**src/rtl/cdc_arb_pkg.sv**
```systemverilog
// Shared types and helpers for the CDC send-port round-robin arbiter.
// Optional feature macro used by the arbiter: CDC_ARB_TIMEOUT_EN.
package cdc_arb_pkg;

    typedef enum logic {
        IDLE  = 1'b0,
        OFFER = 1'b1
    } arb_state_t;

    localparam int DEFAULT_ID_WIDTH   = 2;
    localparam int DEFAULT_WORD_WIDTH = 32;
    localparam int SYNC_WIDTH         = DEFAULT_ID_WIDTH + DEFAULT_WORD_WIDTH;

    function automatic int clog2(input int value);
        int result;
        int remaining;
        result    = 0;
        remaining = value - 1;
        while (remaining > 0) begin
            result    = result + 1;
            remaining = remaining >> 1;
        end
        return result;
    endfunction

endpackage

```
**src/rtl/cdc_arb_rr_select.sv**
```systemverilog
// Combinational round-robin winner search starting just above the last grant.
// Part of cdc_send_arbiter; unaffected by CDC_ARB_TIMEOUT_EN.
module cdc_arb_rr_select
    import cdc_arb_pkg::*;
#(
    parameter int REQUESTER_COUNT = 4,
    parameter int IDX_WIDTH       = 2
) (
    input  logic [REQUESTER_COUNT-1:0] req_valid,
    input  logic [IDX_WIDTH-1:0]       last_grant,
    output logic [REQUESTER_COUNT-1:0] grant_onehot,
    output logic [IDX_WIDTH-1:0]       grant_index,
    output logic                       any_grant
);

    // The modulo keeps a non power-of-two count wrapping from N-1 straight to 0.
    always_comb begin
        grant_onehot = '0;
        grant_index  = '0;
        any_grant    = 1'b0;
        for (int k = 1; k <= REQUESTER_COUNT; k++) begin
            logic [IDX_WIDTH-1:0] w_idx;
            w_idx = IDX_WIDTH'((int'(last_grant) + k) % REQUESTER_COUNT);
            if (!any_grant && req_valid[w_idx]) begin
                any_grant           = 1'b1;
                grant_index         = w_idx;
                grant_onehot[w_idx] = 1'b1;
            end
        end
    end

endmodule

```
**src/rtl/cdc_send_arbiter.sv**
```systemverilog
// Round-robin arbiter sharing one CDC synchronizer sending port among ready/valid requesters.
// Define CDC_ARB_TIMEOUT_EN to add the sticky stall_timeout flag and its stall counter.
module cdc_send_arbiter
    import cdc_arb_pkg::*;
#(
    parameter int REQUESTER_COUNT = 4,
    parameter int WORD_WIDTH      = DEFAULT_WORD_WIDTH,
    parameter int ID_WIDTH        = DEFAULT_ID_WIDTH
`ifdef CDC_ARB_TIMEOUT_EN
    ,
    parameter int TIMEOUT_CYCLES  = 1024
`endif
) (
    input  logic                                  clock,
    input  logic                                  clear_n,
    input  logic [REQUESTER_COUNT-1:0]            req_valid,
    output logic [REQUESTER_COUNT-1:0]            req_ready,
    input  logic [REQUESTER_COUNT*WORD_WIDTH-1:0] req_data,
    output logic                                  sync_valid,
    input  logic                                  sync_ready,
    output logic [ID_WIDTH+WORD_WIDTH-1:0]        sync_data
`ifdef CDC_ARB_TIMEOUT_EN
    ,
    output logic                                  stall_timeout
`endif
);

    localparam int IDX_WIDTH = (clog2(REQUESTER_COUNT) < 1) ? 1 : clog2(REQUESTER_COUNT);

    arb_state_t                        r_state;
    arb_state_t                        w_next_state;
    logic [IDX_WIDTH-1:0]              r_last_grant;
    logic [ID_WIDTH+WORD_WIDTH-1:0]    r_sync_data;
    logic [REQUESTER_COUNT-1:0]        w_grant_onehot;
    logic [IDX_WIDTH-1:0]              w_grant_index;
    logic                              w_any_grant;
    logic                              w_capture;
    logic [WORD_WIDTH-1:0]             w_win_data;

    cdc_arb_rr_select #(
        .REQUESTER_COUNT (REQUESTER_COUNT),
        .IDX_WIDTH       (IDX_WIDTH)
    ) u_rr_select (
        .req_valid    (req_valid),
        .last_grant   (r_last_grant),
        .grant_onehot (w_grant_onehot),
        .grant_index  (w_grant_index),
        .any_grant    (w_any_grant)
    );

    always_comb begin
        w_win_data = '0;
        for (int i = 0; i < REQUESTER_COUNT; i++) begin
            if (w_grant_onehot[i]) begin
                w_win_data = req_data[i*WORD_WIDTH +: WORD_WIDTH];
            end
        end
    end

    // Grant and capture share one edge; clear_n gating keeps req_ready low during reset.
    always_comb begin
        w_next_state = r_state;
        w_capture    = 1'b0;
        req_ready    = '0;
        sync_valid   = 1'b0;
        case (r_state)
            IDLE: begin
                if (clear_n) begin
                    req_ready = w_grant_onehot;
                end
                if (w_any_grant) begin
                    w_capture    = 1'b1;
                    w_next_state = OFFER;
                end
            end
            OFFER: begin
                sync_valid = 1'b1;
                if (sync_ready) begin
                    w_next_state = IDLE;
                end
            end
            default: w_next_state = IDLE;
        endcase
    end

    always_ff @(posedge clock or negedge clear_n) begin
        if (!clear_n) begin
            r_state      <= IDLE;
            r_last_grant <= IDX_WIDTH'(REQUESTER_COUNT - 1);
            r_sync_data  <= '0;
        end else begin
            r_state <= w_next_state;
            if (w_capture) begin
                r_last_grant <= w_grant_index;
                r_sync_data  <= {ID_WIDTH'(w_grant_index), w_win_data};
            end
        end
    end

    assign sync_data = r_sync_data;

`ifdef CDC_ARB_TIMEOUT_EN
    localparam int CNT_WIDTH = clog2(TIMEOUT_CYCLES + 1);

    logic [CNT_WIDTH-1:0] r_stall_count;
    logic                 r_stall_timeout;

    // Counter saturates at the limit; the flag is sticky and never drops the held word.
    always_ff @(posedge clock or negedge clear_n) begin
        if (!clear_n) begin
            r_stall_count   <= '0;
            r_stall_timeout <= 1'b0;
        end else if (w_capture) begin
            r_stall_count <= '0;
        end else if ((r_state == OFFER) && !sync_ready &&
                     (r_stall_count != CNT_WIDTH'(TIMEOUT_CYCLES))) begin
            r_stall_count <= r_stall_count + 1'b1;
            if (r_stall_count == CNT_WIDTH'(TIMEOUT_CYCLES - 1)) begin
                r_stall_timeout <= 1'b1;
            end
        end
    end

    assign stall_timeout = r_stall_timeout;
`endif

endmodule
```
**config.mk**
```make
export PLATFORM = sky130hd
export DESIGN_NAME = cdc_send_arbiter
export DESIGN_NICKNAME = d
export VERILOG_FILES = /design/src/rtl/cdc_arb_pkg.sv /design/src/rtl/cdc_arb_rr_select.sv /design/src/rtl/cdc_send_arbiter.sv
export SDC_FILE = /design/constraint.sdc
export NUM_CORES = 1
export LEC_CHECK = 0
export BUFFER_PORTS_ARGS = -buffer_cell sky130_fd_sc_hd__buf_2
export CAP_MARGIN = 10
export CORE_MARGIN = 2
export CORE_UTILIZATION = 41
export CTS_CLUSTER_DIAMETER = 50
export CTS_CLUSTER_SIZE = 20
export DETAILED_ROUTE_END_ITERATION = 10
export GPL_ROUTABILITY_DRIVEN = 0
export GPL_TIMING_DRIVEN = 0
export PLACE_DENSITY = 0.76
export SLEW_MARGIN = 20
export SYNTH_ARGS = -nofsm -noshare
export SYNTH_HDL_FRONTEND = slang
export SYNTH_HIERARCHICAL = 1
export SYNTH_SLANG_ARGS = --single-unit
```
**constraint.sdc**
```tcl
create_clock -name clock -period 4.5 [get_ports clock]
set_input_delay 0.225 -clock clock [delete_from_list [all_inputs] [get_ports clock]]
set_output_delay 0.225 -clock clock [all_outputs]
set_load 0.005 [all_outputs]
```
**After elaboration in Yosys (flattened, before gate mapping)**

Cells that the tools add are included.

- Bitwise operators: 4
- Reduce and logical (&&, ||, !) cells: 10
- Add/subtract/negate cells: 4
- Muxes and demuxes: 39
- Order comparisons: 8

Operators with widths:

| operator | number |
|---|---|
| 2-to-1 mux 32 bit | 4 |
| 2-to-1 mux 4 bit | 6 |
| 2-to-1 mux 1 bit | 16 |
| < comparator 2 x 3 -> 1 bit, second input constant | 4 |
| OR 4 bit | 3 |
| binary-select mux 1 bit (select 2 bit) | 4 |
| demux 1 bit (select 2 bit) | 4 |
| >= comparator 2 x 1 -> 1 bit, second input constant | 4 |
| 2-to-1 mux 2 bit | 4 |
| logical AND 1 bit | 7 |
| adder 2 x 1 -> 2 bit, second input constant | 2 |
| adder 2 bit, second input constant | 2 |
| zero test 1 bit | 3 |
| case mux 1 bit (2 select lines) | 1 |
| NOT 1 bit | 1 |

- Word-level logic and storage cells: 68
- Bits in registers: 37
- Output and inout bits: 39

**Logic depth before layout (Yosys ltp)**

- Depth in word-level cells: 17
- Depth in mapped cells: 13
- Gate-level depth less buffers: 9

**By module**

The synthesis kept the hierarchy.

By module, submodules not included:

| module | cells each | area each (µm²) | seq. area each (µm²) | instances |
|---|---|---|---|---|
| cdc_send_arbiter | 245 | 2493.6 | 928.4 | 1 |
| cdc_arb_rr_select | 68 | 525.5 | 0.0 | 1 |

**Worst setup path after synthesis**

OpenSTA, ideal clock, no wires.

- Kind: flip-flop to flip-flop
- From: register r_last_grant[0]
- To: register r_sync_data[30], in the netlist sync_data[30]
- Buffers on the path: 4
- Path slack: 1602 ps
- Library setup time: 128 ps
- Clock period less this slack: 2898 ps
- Required time: 4372 ps
- Stages on the path, launching flop included: 13
- Arrival time: 2770 ps
- Cell sequence: dfstp_2 -> buf_4 -> inv_2 -> ha_1 -> buf_6 -> mux2i_4 -> o21ai_1 -> a221o_1 -> or3b_1 -> buf_6 -> buf_6 -> a21oi_1 -> a31oi_1

- Elaborated cells on any way between the ends: 55
- Those cells by class: 4 x add/sub; 8 x order compare; 30 x mux; 3 x bitwise; 10 x reduce/logical

RTL lines:

| item | line | source |
|---|---|---|
| start: declaration | cdc_send_arbiter.sv:32 | `logic [IDX_WIDTH-1:0] r_last_grant;` |
| start signal: assignment | cdc_send_arbiter.sv:89 | `r_last_grant <= IDX_WIDTH'(REQUESTER_COUNT - 1);` |
| start signal: assignment | cdc_send_arbiter.sv:94 | `r_last_grant <= w_grant_index;` |
| parallel branches: the longest is 12 deep, another holds < comparator 2 x 3 -> 1 bit | n/a |  |
| 2-to-1 mux 4 bit (*) | cdc_arb_rr_select.sv:24 | `if (!any_grant && req_valid[w_idx]) begin` |
| via w_grant_onehot[3] | cdc_send_arbiter.sv:34 | `logic [REQUESTER_COUNT-1:0] w_grant_onehot;` |
| 2-to-1 mux 32 bit (*) | cdc_send_arbiter.sv:54 | `if (w_grant_onehot[i]) begin` |
| end signal: assignment | cdc_send_arbiter.sv:95 | `r_sync_data <= {ID_WIDTH'(w_grant_index), w_win_data};` |
| end: declaration | cdc_send_arbiter.sv:33 | `logic [ID_WIDTH+WORD_WIDTH-1:0] r_sync_data;` |

Mark *: on every way through the listed nets, which the timed path passes. The select of a mux whose other input is x is not followed.
A chain may end at the register's enable or synchronous reset.

**Final worst setup path**

- From: register r_last_grant[0]
- To: output port req_ready[2]

- Word-level cells in the longest chain between the ends: 15
- Elaborated cells on any way between the ends: 50
- Those cells by class: 4 x add/sub; 8 x order compare; 25 x mux; 3 x bitwise; 10 x reduce/logical

RTL lines:

| item | line | source |
|---|---|---|
| parallel branches: the longest is 12 deep, another holds < comparator 2 x 3 -> 1 bit | n/a |  |
| 2-to-1 mux 4 bit (*) | cdc_arb_rr_select.sv:24 |  |
| via w_grant_onehot[2] | cdc_send_arbiter.sv:34 |  |
| 2-to-1 mux 4 bit (*) | cdc_send_arbiter.sv:68 | `if (clear_n) begin` |
| 2-to-1 mux 4 bit (*) | cdc_send_arbiter.sv:66 | `case (r_state)` |
| end: declaration | cdc_send_arbiter.sv:17 | `output logic [REQUESTER_COUNT-1:0] req_ready,` |

Marked as above.

==> results.json <==
{
  "p_per_area_mw_per_mm2": 813,
  "clkTransAtPathRegs_ns": 0.08,
  "diodes": 0,
  "synth.most_common_cell": "nor2_1",
  "cpMostUsedCell": "buf_6",
  "synth.area.top_cells": "dfrtp_1 (29%), a211oi_2 (12%), a21oi_2 (8.7%), a22oi_1 (7.7%), nor3b_1 (7.7%)",
  "cp_slowest_stage_delay_ns": 0.63,
  "ant_nets": 0,
  "grt_pass1_vias": 3074,
  "setup_viol": 0,
  "intPower_mw": 1.74,
  "ctsLongestPathBuffers": 2,
  "required_ns": 4.28,
  "hold_path.class": "input pin to asynchronous set/reset pin",
  "r2r_start": "r_last_grant[0]$_DFFE_PN1P_",
  "synth_area_mm2": 0.00302,
  "tns_ns": 0,
  "switching_share_pct": 47.8,
  "switching_power_mw": 1.59,
  "ys_top_cells_by_count": "nor2_1 (36), dfrtp_1 (35), a22oi_1 (31), nor3b_1 (31), a21oi_2 (30)",
  "synth_cell_types": 44,
  "rsz0062_at_grt": "false",
  "dpl.cell_count": 583,
  "finalCriticalPeriod_ns": 3.34,
  "cp_slowest_cell": "dfstp_2",
  "yosys_warnings": 6,
  "avgViaCountPerCell": 5.43,
  "slew_headroom_pct": 40.0,
  "core-area_mm2": 0.00718,
  "drt-initial-drc-count": 84,
  "path_cells": "buf_4 > inv_2 > ha_1 > buf_6 > mux2i_4 > nand2_1 > o21ai_1 > a221o_1 > buf_6 > clkbuf_1 > and2_1 > buf_2",
  "finalWorstSetupSlack_ns": 1.16,
  "synth_fp_nets": 456,
  "placedInstanceArea_mm2": 0.00400,
  "drv_slew": 0,
  "status": "completed",
  "cap_violations": 0,
  "io_buffers": 171,
  "crit_type": "flip-flop to output port",
  "peakVddDrop_uv": 356,
  "postSynth.asyncResetShare_pct": 100,
  "clk_latency_ns": 0.29,
  "synthFlopType": "dfrtp_1",
  "power_frac_comb_pct": 73.2,
  "post-place-ws_ns": 1.33,
  "hold_slack_ns": 0.0529,
  "final_nets": 634,
  "finish.utilization_pct": 57.1,
  "final_area_mm2": 0.00410,
  "drt_first_pass_iters": 4,
  "rows": 31,
  "crit_start": "r_last_grant[0]$_DFFE_PN1P_",
  "grt_first_pass_wirelength_um": 15600,
  "grt-ovfl-total": 0,
  "syn_inst": 313,
  "routed_wl_um": 9820,
  "fp.dieW_um": 89.8,
  "antenna_found_initial": 0,
  "start_util_pct": 42.1,
  "syn_avg_cell_area_um2": 9.65,
  "fin_crit_sh_pct": 74.2,
  "syn2layout_area_growth_pct": 35.6,
  "synth_seq_cells": 37,
  "leakage_nw": 1.83,
  "seq_area_frac_synth_pct": 30.8,
  "critPathLaunchType": "flip-flop",
  "numCtsBuffers": 5,
  "cts_tree": "built",
  "cts.sinks": 37,
  "synth_top_cell_by_area": "dfrtp_1",
  "seq_power_share_pct": 19.2,
  "io_pins": 174,
  "drive_gt1_share_pct": 55.9,
  "synth_edf_count": 0,
  "gr-usage-all-layers_pct": 23.6,
  "critPathArrivalTime_ns": 3.11,
  "final_cell_count_no_fill": 591,
  "finalPower_mw": 3.33,
  "dp_hpwl_um": 7530,
  "worstMarginPinSlew_ns": 0.899,
  "finalClockSkew_ns": 0.00852,
  "end_kind": "output port",
  "htreeDepth": 2,
  "die_h_um": 89.8,
  "dieArea_mm2": 0.00807,
  "cts_setup_buffers": 0,
  "vias": 3208,
  "cp_max_fo": 10,
  "wl_per_cell_um": 16.6,
  "post_cts_resized": 0,
  "clock.fmax_ghz": 0.299,
  "cts_hold_buf": 0,
  "synth_top_area_share_pct": 29.0,
  "fillerInstances": 689,
  "grt_start_max_net_pins": 39,
  "hold_viol_final": 0,
  "drc": 0,
  "clock-root-buffer": "clkbuf_8",
  "p_clk_share_pct": 7.6
}
==> metal layers <==
layer / GRT usage [%] / share of wire (%) / vias to the layer above
met5: 0 / 0 / -
met4: 5.38 / 1.8 / 0
met3: 5.87 / 7.6 / 16
met2: 41.2 / 50 / 131
met1: 29.4 / 41 / 1543
li1: - / - / 1518
==> worst max-delay path: cells and delay by family, from the launching register on <==
kind / cells / cell delay (ns)
flip-flops: 1 / 0.63
adder cells (fa/ha/maj): 1 / 0.30
multiplexers: 1 / 0.32
buffers and inverters: 6 / 1.09
AND/OR/NAND/NOR: 2 / 0.28
AO/OA/AOI/OAI: 2 / 0.20
==> worst paths after layout <==
kind	slack [ns]	endpoint	cells after the start
setup / recovery	1.16	req_ready[2]	12
hold / removal	0.05	sync_data[12]$_DFFE_PN0P_	1
setup reg to reg	1.32	sync_data[2]$_DFFE_PN0P_	12
hold reg to reg	0.48	sync_data[33]$_DFFE_PN0P_	2
max in group asynchronous	3.88	sync_data[27]$_DFFE_PN0P_	1
min in group clock	0.11	r_state$_DFF_PN0_	2
==> cells by family (layout without fill, tap and decap cells) <==
family          after synthesis  count (layout)  synth area share, %
simple gates                109             109                 20.0
mux                           4               4                 2.15
compound gates              121             121                 36.2
flops                        37              37                 30.8
buf+inv                      34             213                 7.63
fa+ha+maj                     8               8                 3.32
==> state kept, by name, summed over array words and instances, names as in the netlist <==
register	count
r_last_grant	2
r_state	1
sync_data	34
==> cell usage in the layout (no fill, tap or decap), drive strengths merged, types with 3 or more instances in the layout <==
| cell | n |
|---|---|
| a21oi | 35 |
| mux2i | 3 |
| a211oi | 33 |
| inv | 5 |
| buf | 194 |
| nor3b | 32 |
| nand2 | 23 |
| nor2 | 37 |
| o21ai | 9 |
| a22oi | 31 |
| ha | 8 |
| dfrtp | 35 |
| clkbuf | 12 |
| and2 | 4 |
| a221o | 4 |
==> final cells by class <==
| cell class | instances | area (um^2) | area share [%] |
|---|---|---|---|
| flip-flops and latches | 37 | 928 | 22.7 |
| clock buffers | 6 | 82.6 | 2.02 |
| plain buffers | 29 | 211 | 5.16 |
| well taps | 99 | 124 | 3.02 |
| repair buffers | 171 | 856 | 20.9 |
| clock inverters | 2 | 13.8 | 0.336 |
| multi-input cells | 242 | 1860 | 45.4 |
| inverters | 5 | 18.8 | 0.458 |
==> power groups by stage <==
stage	clock, mW	combinational (mW)	sequential [mW]
6_report	0.254	2.44	0.639
3_3_place_gp	0	2.39	0.640
3_5_place_dp	0	2.45	0.643
4_1_cts	0.261	2.46	0.637
5_1_grt	0.274	2.66	0.662
2_1_floorplan	0	1.78	0.648
No activity file was read; power rests on OpenSTA's default activity.
